[config.mk]
export PLATFORM = sky130hd
export DESIGN_NAME = aes_round_sequencer
export DESIGN_NICKNAME = d
export VERILOG_FILES = /design/src/rtl/aes_round_sequencer.sv
export SDC_FILE = /design/constraint.sdc
export NUM_CORES = 1
export LEC_CHECK = 0
export CAP_MARGIN = 10
export CORE_ASPECT_RATIO = 1.25
export CORE_MARGIN = 10
export CORE_UTILIZATION = 45
export DETAILED_ROUTE_END_ITERATION = 8
export GPL_TIMING_DRIVEN = 0
export PLACE_DENSITY = 0.71
export REMOVE_ABC_BUFFERS = 1
export SKIP_CTS_REPAIR_TIMING = 1
export SYNTH_ARGS = -nofsm -noshare
export SYNTH_HDL_FRONTEND = slang
export SYNTH_SLANG_ARGS = --single-unit
[constraint.sdc]
create_clock -name CLK -period 2.8 [get_ports CLK]
set_input_delay 0.7 -clock CLK [delete_from_list [all_inputs] [get_ports CLK]]
set_output_delay 0.7 -clock CLK [all_outputs]
set_load 0.01 [all_outputs]
[src/rtl/aes_round_sequencer.sv]
// Moore sequencer for the multi-cycle AES-128 inverse-cipher datapath: load, key expansion, rounds, done.
// Optional busy-cycle counter on CYCLE_CNT when AES_SEQ_CYCLE_CNT_EN is defined.
module aes_round_sequencer #(
    parameter int NUM_ROUNDS    = 10,
    parameter int KEYEXP_CYCLES = 2
) (
    input  logic        CLK,
    input  logic        RESET_N,
    input  logic        AES_START,
    output logic        AES_DONE,
    output logic        BUSY,
    output logic        KEYEXP_EN,
    output logic        STATE_LD,
    output logic [2:0]  OP_SEL,
    output logic [3:0]  ROUND_IDX,
    output logic [1:0]  COL_IDX
`ifdef AES_SEQ_CYCLE_CNT_EN
   ,output logic [15:0] CYCLE_CNT
`endif
);

    typedef enum logic [3:0] {
        S_IDLE, S_LOAD, S_KEYEXP, S_ARK0, S_ISR, S_ISB, S_ARK, S_IMC, S_DONE
    } state_t;

    localparam logic [2:0] OP_NOP  = 3'd0;
    localparam logic [2:0] OP_LOAD = 3'd1;
    localparam logic [2:0] OP_ARK  = 3'd2;
    localparam logic [2:0] OP_ISR  = 3'd3;
    localparam logic [2:0] OP_ISB  = 3'd4;
    localparam logic [2:0] OP_IMC  = 3'd5;

    localparam logic [3:0] LP_ROUND_FIRST = 4'(NUM_ROUNDS - 1);
    localparam logic [3:0] LP_ROUND_KEY   = 4'(NUM_ROUNDS);
    localparam logic [7:0] LP_KEXP_LAST   = 8'(KEYEXP_CYCLES - 1);

    state_t     r_state, w_state_nxt;
    logic [3:0] r_round, w_round_nxt;
    logic [7:0] r_kexp,  w_kexp_nxt;
    logic [1:0] r_col,   w_col_nxt;
    logic       w_busy;

    assign w_busy = (r_state != S_IDLE) && (r_state != S_DONE);

    // NOTE: state registers use non-blocking assignments so every flop samples pre-edge values.
    always_ff @(posedge CLK or negedge RESET_N) begin
        if (!RESET_N) begin
            r_state <= S_IDLE;
            r_round <= '0;
            r_kexp  <= '0;
            r_col   <= '0;
        end else begin
            r_state <= w_state_nxt;
            r_round <= w_round_nxt;
            r_kexp  <= w_kexp_nxt;
            r_col   <= w_col_nxt;
        end
    end

    // NOTE: every combinational output gets a default first so no path can infer a latch.
    always_comb begin
        w_state_nxt = r_state;
        w_round_nxt = r_round;
        w_kexp_nxt  = r_kexp;
        w_col_nxt   = r_col;
        unique case (r_state)
            S_IDLE:   if (AES_START) w_state_nxt = S_LOAD;
            S_LOAD: begin
                w_state_nxt = S_KEYEXP;
                w_kexp_nxt  = '0;
            end
            S_KEYEXP: begin
                if (r_kexp < LP_KEXP_LAST) w_kexp_nxt  = r_kexp + 8'd1;
                else                       w_state_nxt = S_ARK0;
            end
            S_ARK0: begin
                w_state_nxt = S_ISR;
                w_round_nxt = LP_ROUND_FIRST;
            end
            S_ISR:    w_state_nxt = S_ISB;
            S_ISB:    w_state_nxt = S_ARK;
            S_ARK: begin
                if (r_round != 4'd0) begin
                    w_state_nxt = S_IMC;
                    w_col_nxt   = 2'd0;
                end else begin
                    w_state_nxt = S_DONE;
                end
            end
            S_IMC: begin
                w_col_nxt = r_col + 2'd1;
                // IMC is only entered with r != 0, so this decrement cannot wrap.
                if (r_col == 2'd3) begin
                    w_state_nxt = S_ISR;
                    w_round_nxt = r_round - 4'd1;
                end
            end
            S_DONE:   if (!AES_START) w_state_nxt = S_IDLE;
            default:  w_state_nxt = S_IDLE;
        endcase

        // Dropping start aborts any busy state, including the final ARK -> DONE edge.
        if (w_busy && !AES_START) w_state_nxt = S_IDLE;
        if (w_state_nxt == S_IDLE) begin
            w_round_nxt = '0;
            w_kexp_nxt  = '0;
            w_col_nxt   = '0;
        end
    end

    always_comb begin
        AES_DONE  = 1'b0;
        BUSY      = w_busy;
        KEYEXP_EN = 1'b0;
        STATE_LD  = 1'b0;
        OP_SEL    = OP_NOP;
        ROUND_IDX = '0;
        COL_IDX   = '0;
        unique case (r_state)
            S_IDLE:   ;
            S_LOAD: begin
                OP_SEL   = OP_LOAD;
                STATE_LD = 1'b1;
            end
            S_KEYEXP: KEYEXP_EN = 1'b1;
            S_ARK0: begin
                OP_SEL    = OP_ARK;
                ROUND_IDX = LP_ROUND_KEY;
                STATE_LD  = 1'b1;
            end
            S_ISR: begin
                OP_SEL   = OP_ISR;
                STATE_LD = 1'b1;
            end
            S_ISB: begin
                OP_SEL   = OP_ISB;
                STATE_LD = 1'b1;
            end
            S_ARK: begin
                OP_SEL    = OP_ARK;
                ROUND_IDX = r_round;
                STATE_LD  = 1'b1;
            end
            S_IMC: begin
                OP_SEL   = OP_IMC;
                COL_IDX  = r_col;
                STATE_LD = 1'b1;
            end
            S_DONE:   AES_DONE = 1'b1;
            default:  ;
        endcase
    end

`ifdef AES_SEQ_CYCLE_CNT_EN
    logic [15:0] r_cycle_cnt;

    always_ff @(posedge CLK or negedge RESET_N) begin
        if (!RESET_N) begin
            r_cycle_cnt <= '0;
        end else if (r_state == S_IDLE && w_state_nxt == S_LOAD) begin
            r_cycle_cnt <= '0;
        end else if (w_busy && r_cycle_cnt != 16'hFFFF) begin
            r_cycle_cnt <= r_cycle_cnt + 16'd1;
        end
    end

    assign CYCLE_CNT = r_cycle_cnt;
`endif

endmodule

==> results.toml, run 1 <==
[synth]
syn_inst = 122
ys_async_sr_fraction_pct = 100
synth_seq_area_share_pct = 41.1
synth_edf_count = 0
syn_area_sq_um = 1090
yosysUniqueCellTypes = 37
syn_avg_cell_area_sq_um = 8.97
synth_ff_type = "dfrtp_1"
ys_seq_elements = 18
yosys_warnings = 0

[worst_setup_path]
crit_required_ns = 2.10
end_kind = "primary output"
worstPathMaxFanout = 12
cp.arrival_ns = 1.97
critical_path_class = "reg2out"
critical_path.startpoint_type = "flip-flop"

[drt]
drt_iter0_drc = 26
vias_per_cell = 5.27
drcViolationCount = 0
vias = 880
post_drt_wl_per_cell_um = 13.3
wl_mm = 2.22
drt-pass1-iter-count = 5
ant_nets = 0

[final_layout]
area.growth.synth_to_final_pct = 18.6
final_util_pct = 57.5
layout.nets = 145
fillCellCount = 218
diodes = 0
final_cell_mix = "clkdlybuf4s50_1 (15), dfrtp_1 (15), nor2_1 (13), nand2_1 (12)"
final_cells = 167
drive_gt1_share_pct = 8.82

[pwr]
sequentialPowerShare_pct = 49.5
p_comb_share_pct = 24.2
swShare_pct = 31.2
power.internal_w = 0.000425
powerDensity_nw_per_um2 = 476
p_clk_share_pct = 26.3
p_leak_nw = 0.537
switchingPower_w = 0.000193
ir_worst_vdd_uv = 368

[cts]
cts.htree.levels = 1
clk_pin_slew_ns = 0.11
cts_buffer_depth = 2
cts_tree = "yes"
clkSinkCount = 18
clk_latency_ns = 0.30
numCtsBuffers = 3
root_buffer = "clkbuf_4"

[floorplanning]
num_rows = 19
die_x_um = 64.1
io-pin-count = 16
die-area_sq_um = 4820
start_util_pct = 48.5
die_h_um = 75.1
core_sq_um = 2260

[place]
portBuffers = 15
place.gp.congestion = 0.803
preCtsSetupSlack_ns = 0.273
dp_hpwl_mm = 1.70
placed_cells = 163

[global_route]
grt_pass1_vias = 867
grt_overflow = 0
grt_max_degree = 23
grt_first_pass_wirelength_mm = 4.01
antenna_found_initial = 0
grt_usage_pct = 10.2

[sta]
skew_ns = 0.00623
slew_headroom_pct = 47.9
hold_violations = 0
fmaxAchievable_mhz = 375
setup_viol = 0
slew_viol_final = 0
worstMarginPinSlew_ns = 0.778
timing.hold.ws_ns = 0.502
setup_ws_ns = 0.134
fin_crit_sh_pct = 95.2
rsz0062_at_grt = "no"
min_period_ns = 2.67

[flow_run]
drv_cap = 0

[outcome]
status = "complete, no violations"

[hold_path]
hold_path.class = "reg2reg"
[synth_stat cells, drive strengths merged (3+ instances only)]
library cell / number / share of area, %
nand3: 6 / 3.7
o21ai: 3 / 1.4
inv: 7 / 2.4
a21oi: 8 / 3.7
and2: 8 / 4.6
nor3b: 4 / 2.7
nand2: 12 / 4.1
buf: 5 / 3.0
nand2b: 5 / 2.9
nand4: 3 / 1.7
nor2: 13 / 4.5
nor3: 3 / 1.4
dfrtp: 18 / 41
ha: 5 / 5.7
[power by group through the flow]
stage | sequential, W | combinational (W) | clock, W
finish | 0.000306 | 0.000149 | 0.000163
global route | 0.000310 | 0.000171 | 0.000173
CTS | 0.000304 | 0.000151 | 0.000167
detailed placement | 0.000309 | 0.000150 | 0
global placement | 0.000309 | 0.000145 | 0
floorplan | 0.000301 | 0.0000926 | 0
[per-layer routing]
layer  part of all wire, %  global-route usage (%)
met5                     0                       0
met2                    47                    17.2
met3                   5.9                    3.26
met1                    45                    11.7
met4                   1.8                    4.52
[layout make-up]
type | instances | area [sq um] | share of cell area (%)
repair buffers | 15 | 150 | 11.6
clock buffers | 4 | 36.3 | 2.79
flip-flops and latches | 18 | 454 | 35.0
multi-input cells | 92 | 593 | 45.7
inverters | 7 | 26.3 | 2.02
well taps | 31 | 38.8 | 2.99
[state kept, by name (all words and copies together), names as in the netlist]
| register | cells |
|---|---|
| r_state | 4 |
| r_kexp | 8 |
| r_round | 4 |
| r_col | 2 |
[metrics by stage]
step	setup TNS (ns)	cell area (sq um)	power (W)
after CTS	-0.204	1290	0.000622
after global routing	0	1300	0.000655
after floorplan	0	1060	0.000394
final	0	1300	0.000618
after detailed placement	0	1250	0.000459
after global placement	0	1250	0.000454
[worst max-delay path, cell delays in order, from the launching register on]
cell,delay [ns]
dfrtp_1,0.54
and4b_1,0.42
and2_1,0.16
clkdlybuf4s50_1,0.54
[logic make-up after synthesis]
kind of cell / synth area share [%]
compound gates: 10.2
xor+xnor: 2.40
fa+ha+maj: 5.71
buf+inv: 5.37
flops: 41.1
mux: 1.83
simple gates: 33.4
[worst paths after layout]
path                            start    endpoint  slack (ns)  depth (start not counted)
max reg2reg                r_round[0]  r_state[1]        1.15                          6
min reg2reg                 r_kexp[7]   r_kexp[7]        0.50                          1
min in group asynchronous     RESET_N   r_kexp[5]        0.84                          1
min                         r_kexp[7]   r_kexp[7]        0.50                          1
max in group asynchronous     RESET_N  r_state[2]        1.43                          1
max                        r_state[3]  COL_IDX[0]        0.13                          3
Power figures use the tool's default switching activity.
==> run 2, diff against run 1 <==
--- a/config.mk
+++ b/config.mk
@@ -8,10 +8,10 @@
 export CAP_MARGIN = 10
 export CORE_ASPECT_RATIO = 1.25
 export CORE_MARGIN = 10
-export CORE_UTILIZATION = 45
+export CORE_UTILIZATION = 57
 export DETAILED_ROUTE_END_ITERATION = 8
 export GPL_TIMING_DRIVEN = 0
-export PLACE_DENSITY = 0.71
+export PLACE_DENSITY = 0.86
 export REMOVE_ABC_BUFFERS = 1
 export SKIP_CTS_REPAIR_TIMING = 1
 export SYNTH_ARGS = -nofsm -noshare
==> results.toml, run 2 (synthesized netlist as in run 1, its figures left out) <==
[outcome]
status = "complete, no violations"

[drt]
vias = 893
ant_nets = 0
drt-pass1-iter-count = 4
post_drt_wl_per_cell_um = 14.0
drt_iter0_drc = 19
drcViolationCount = 0
wl_mm = 2.21
vias_per_cell = 5.65

[hold_path]
whs_endpoint = "r_kexp[4]"
hold_path.class = "reg2reg"
worstHoldStart = "r_kexp[4]"
holdPathStages = 1

[worst_setup_path]
end_kind = "primary output"
r2r_slack_ns = 1.11
crit_path_cell_trace = "buf_4 -> or3_1 -> nor2_1 -> clkdlybuf4s50_1"
crit_slowest_cell = "clkdlybuf4s50_1"
critical_path_class = "reg2out"
ff2ff_path_depth = 6
worstReg2RegStart = "r_round[0]"
max_stage_delay_ns = 0.54
cp.arrival_ns = 1.97
worstReg2RegEnd = "r_state[1]"
critical_path.startpoint_type = "flip-flop"
crit_required_ns = 2.10
worstPathMaxFanout = 10

[final_layout]
diodes = 0
largest_reg_flops = 8
area.growth.synth_to_final_pct = 18.7
fillCellCount = 131
register_area_sq_um = 454
layout.nets = 149
final_cells = 158
final_util_pct = 72.8
largest_registers = "r_kexp (8), r_round (4), r_state (4)"
drive_gt1_share_pct = 10.8
final_cell_mix = "clkdlybuf4s50_1 (15), dfrtp_1 (15), nor2_1 (13), nand2_1 (12)"
multi_input_area_sq_um = 593
top_register = "r_kexp"

[cts]
cts.htree.levels = 1
clk_latency_ns = 0.29
numCtsBuffers = 3
clk_pin_slew_ns = 0.09
clkSinkCount = 18
cts_buffer_depth = 2
root_buffer = "clkbuf_4"
cts_tree = "yes"

[place]
placed_cells = 151
place.gp.congestion = 0.804
dp_hpwl_mm = 1.65
preCtsSetupSlack_ns = 0.236
portBuffers = 15

[pwr]
p_leak_nw = 0.552
powerDensity_nw_per_um2 = 452
ir_worst_vdd_uv = 347
fin_total_pwr_w = 0.000588

[global_route]
grt_pass1_vias = 882
antenna_found_initial = 0
grt_overflow = 0
grt_first_pass_wirelength_mm = 4.02
grt_max_degree = 23
grt_usage_pct = 11.9

[floorplanning]
io-pin-count = 16
start_util_pct = 61.3
num_rows = 17
die_h_um = 69
core_sq_um = 1790
die-area_sq_um = 4080
die_x_um = 59.2

[sta]
hold_violations = 0
setup_viol = 0
slew_viol_final = 0
timing.hold.ws_ns = 0.498
slew_headroom_pct = 49.0
fin_crit_sh_pct = 95.4
rsz0062_at_grt = "no"
min_period_ns = 2.67
setup_ws_ns = 0.130
fmaxAchievable_mhz = 375
worstMarginPinSlew_ns = 0.763
skew_ns = 0.00502

[flow_run]
drv_cap = 0
-- run 2: stage by stage --
step                TNS, ns  area [sq um]
finish                    0          1300
global placement          0          1240
detailed placement        0          1240
floorplan                 0          1060
global route              0          1300
CTS                  -0.145          1260
-- run 2: cell type report --
type,count,area share [%]
inverter,7,2.02
sequential,18,34.9
multi-input combinational,92,45.6
tap,19,1.83
clock buffer,3,1.73
timing repair buffer,19,13.9
-- run 2: power by group --
part | internal [W] | switching (W)
clock | 0.0000501 | 0.0000766
combinational | 0.0000779 | 0.0000790
sequential | 0.000273 | 0.0000317
total | 0.000401 | 0.000187
-- run 2: worst max path at each step --
stage / from / end / slack, ns
after floorplan: r_state[2] / ROUND_IDX[2] / 0.87
after global placement: r_state[2] / ROUND_IDX[2] / 0.28
after detailed placement: r_state[2] / ROUND_IDX[2] / 0.24
after CTS: r_state[2] / ROUND_IDX[2] / -0.09
after global routing: r_state[2] / AES_DONE / 0.04
final: r_state[2] / AES_DONE / 0.13
-- run 2: routing by layer --
layer / part of all wire [%] / vias to the layer above / wire length [um] / track usage, %
met5: 0 / - / 0 / 0
li1: - / 457 / - / -
met2: 48 / 14 / 1060 / 17.8
met3: 5.5 / 5 / 121 / 2.74
met4: 1.9 / 0 / 43 / 5.60
met1: 44 / 417 / 981 / 15.3
-- run 2: critical path: cells and delay by family, from the launching register on --
kind                   cells  cell delay [ns]
buffers and inverters      2             0.70
AND/OR/NAND/NOR            2             0.50
flip-flops                 1             0.47
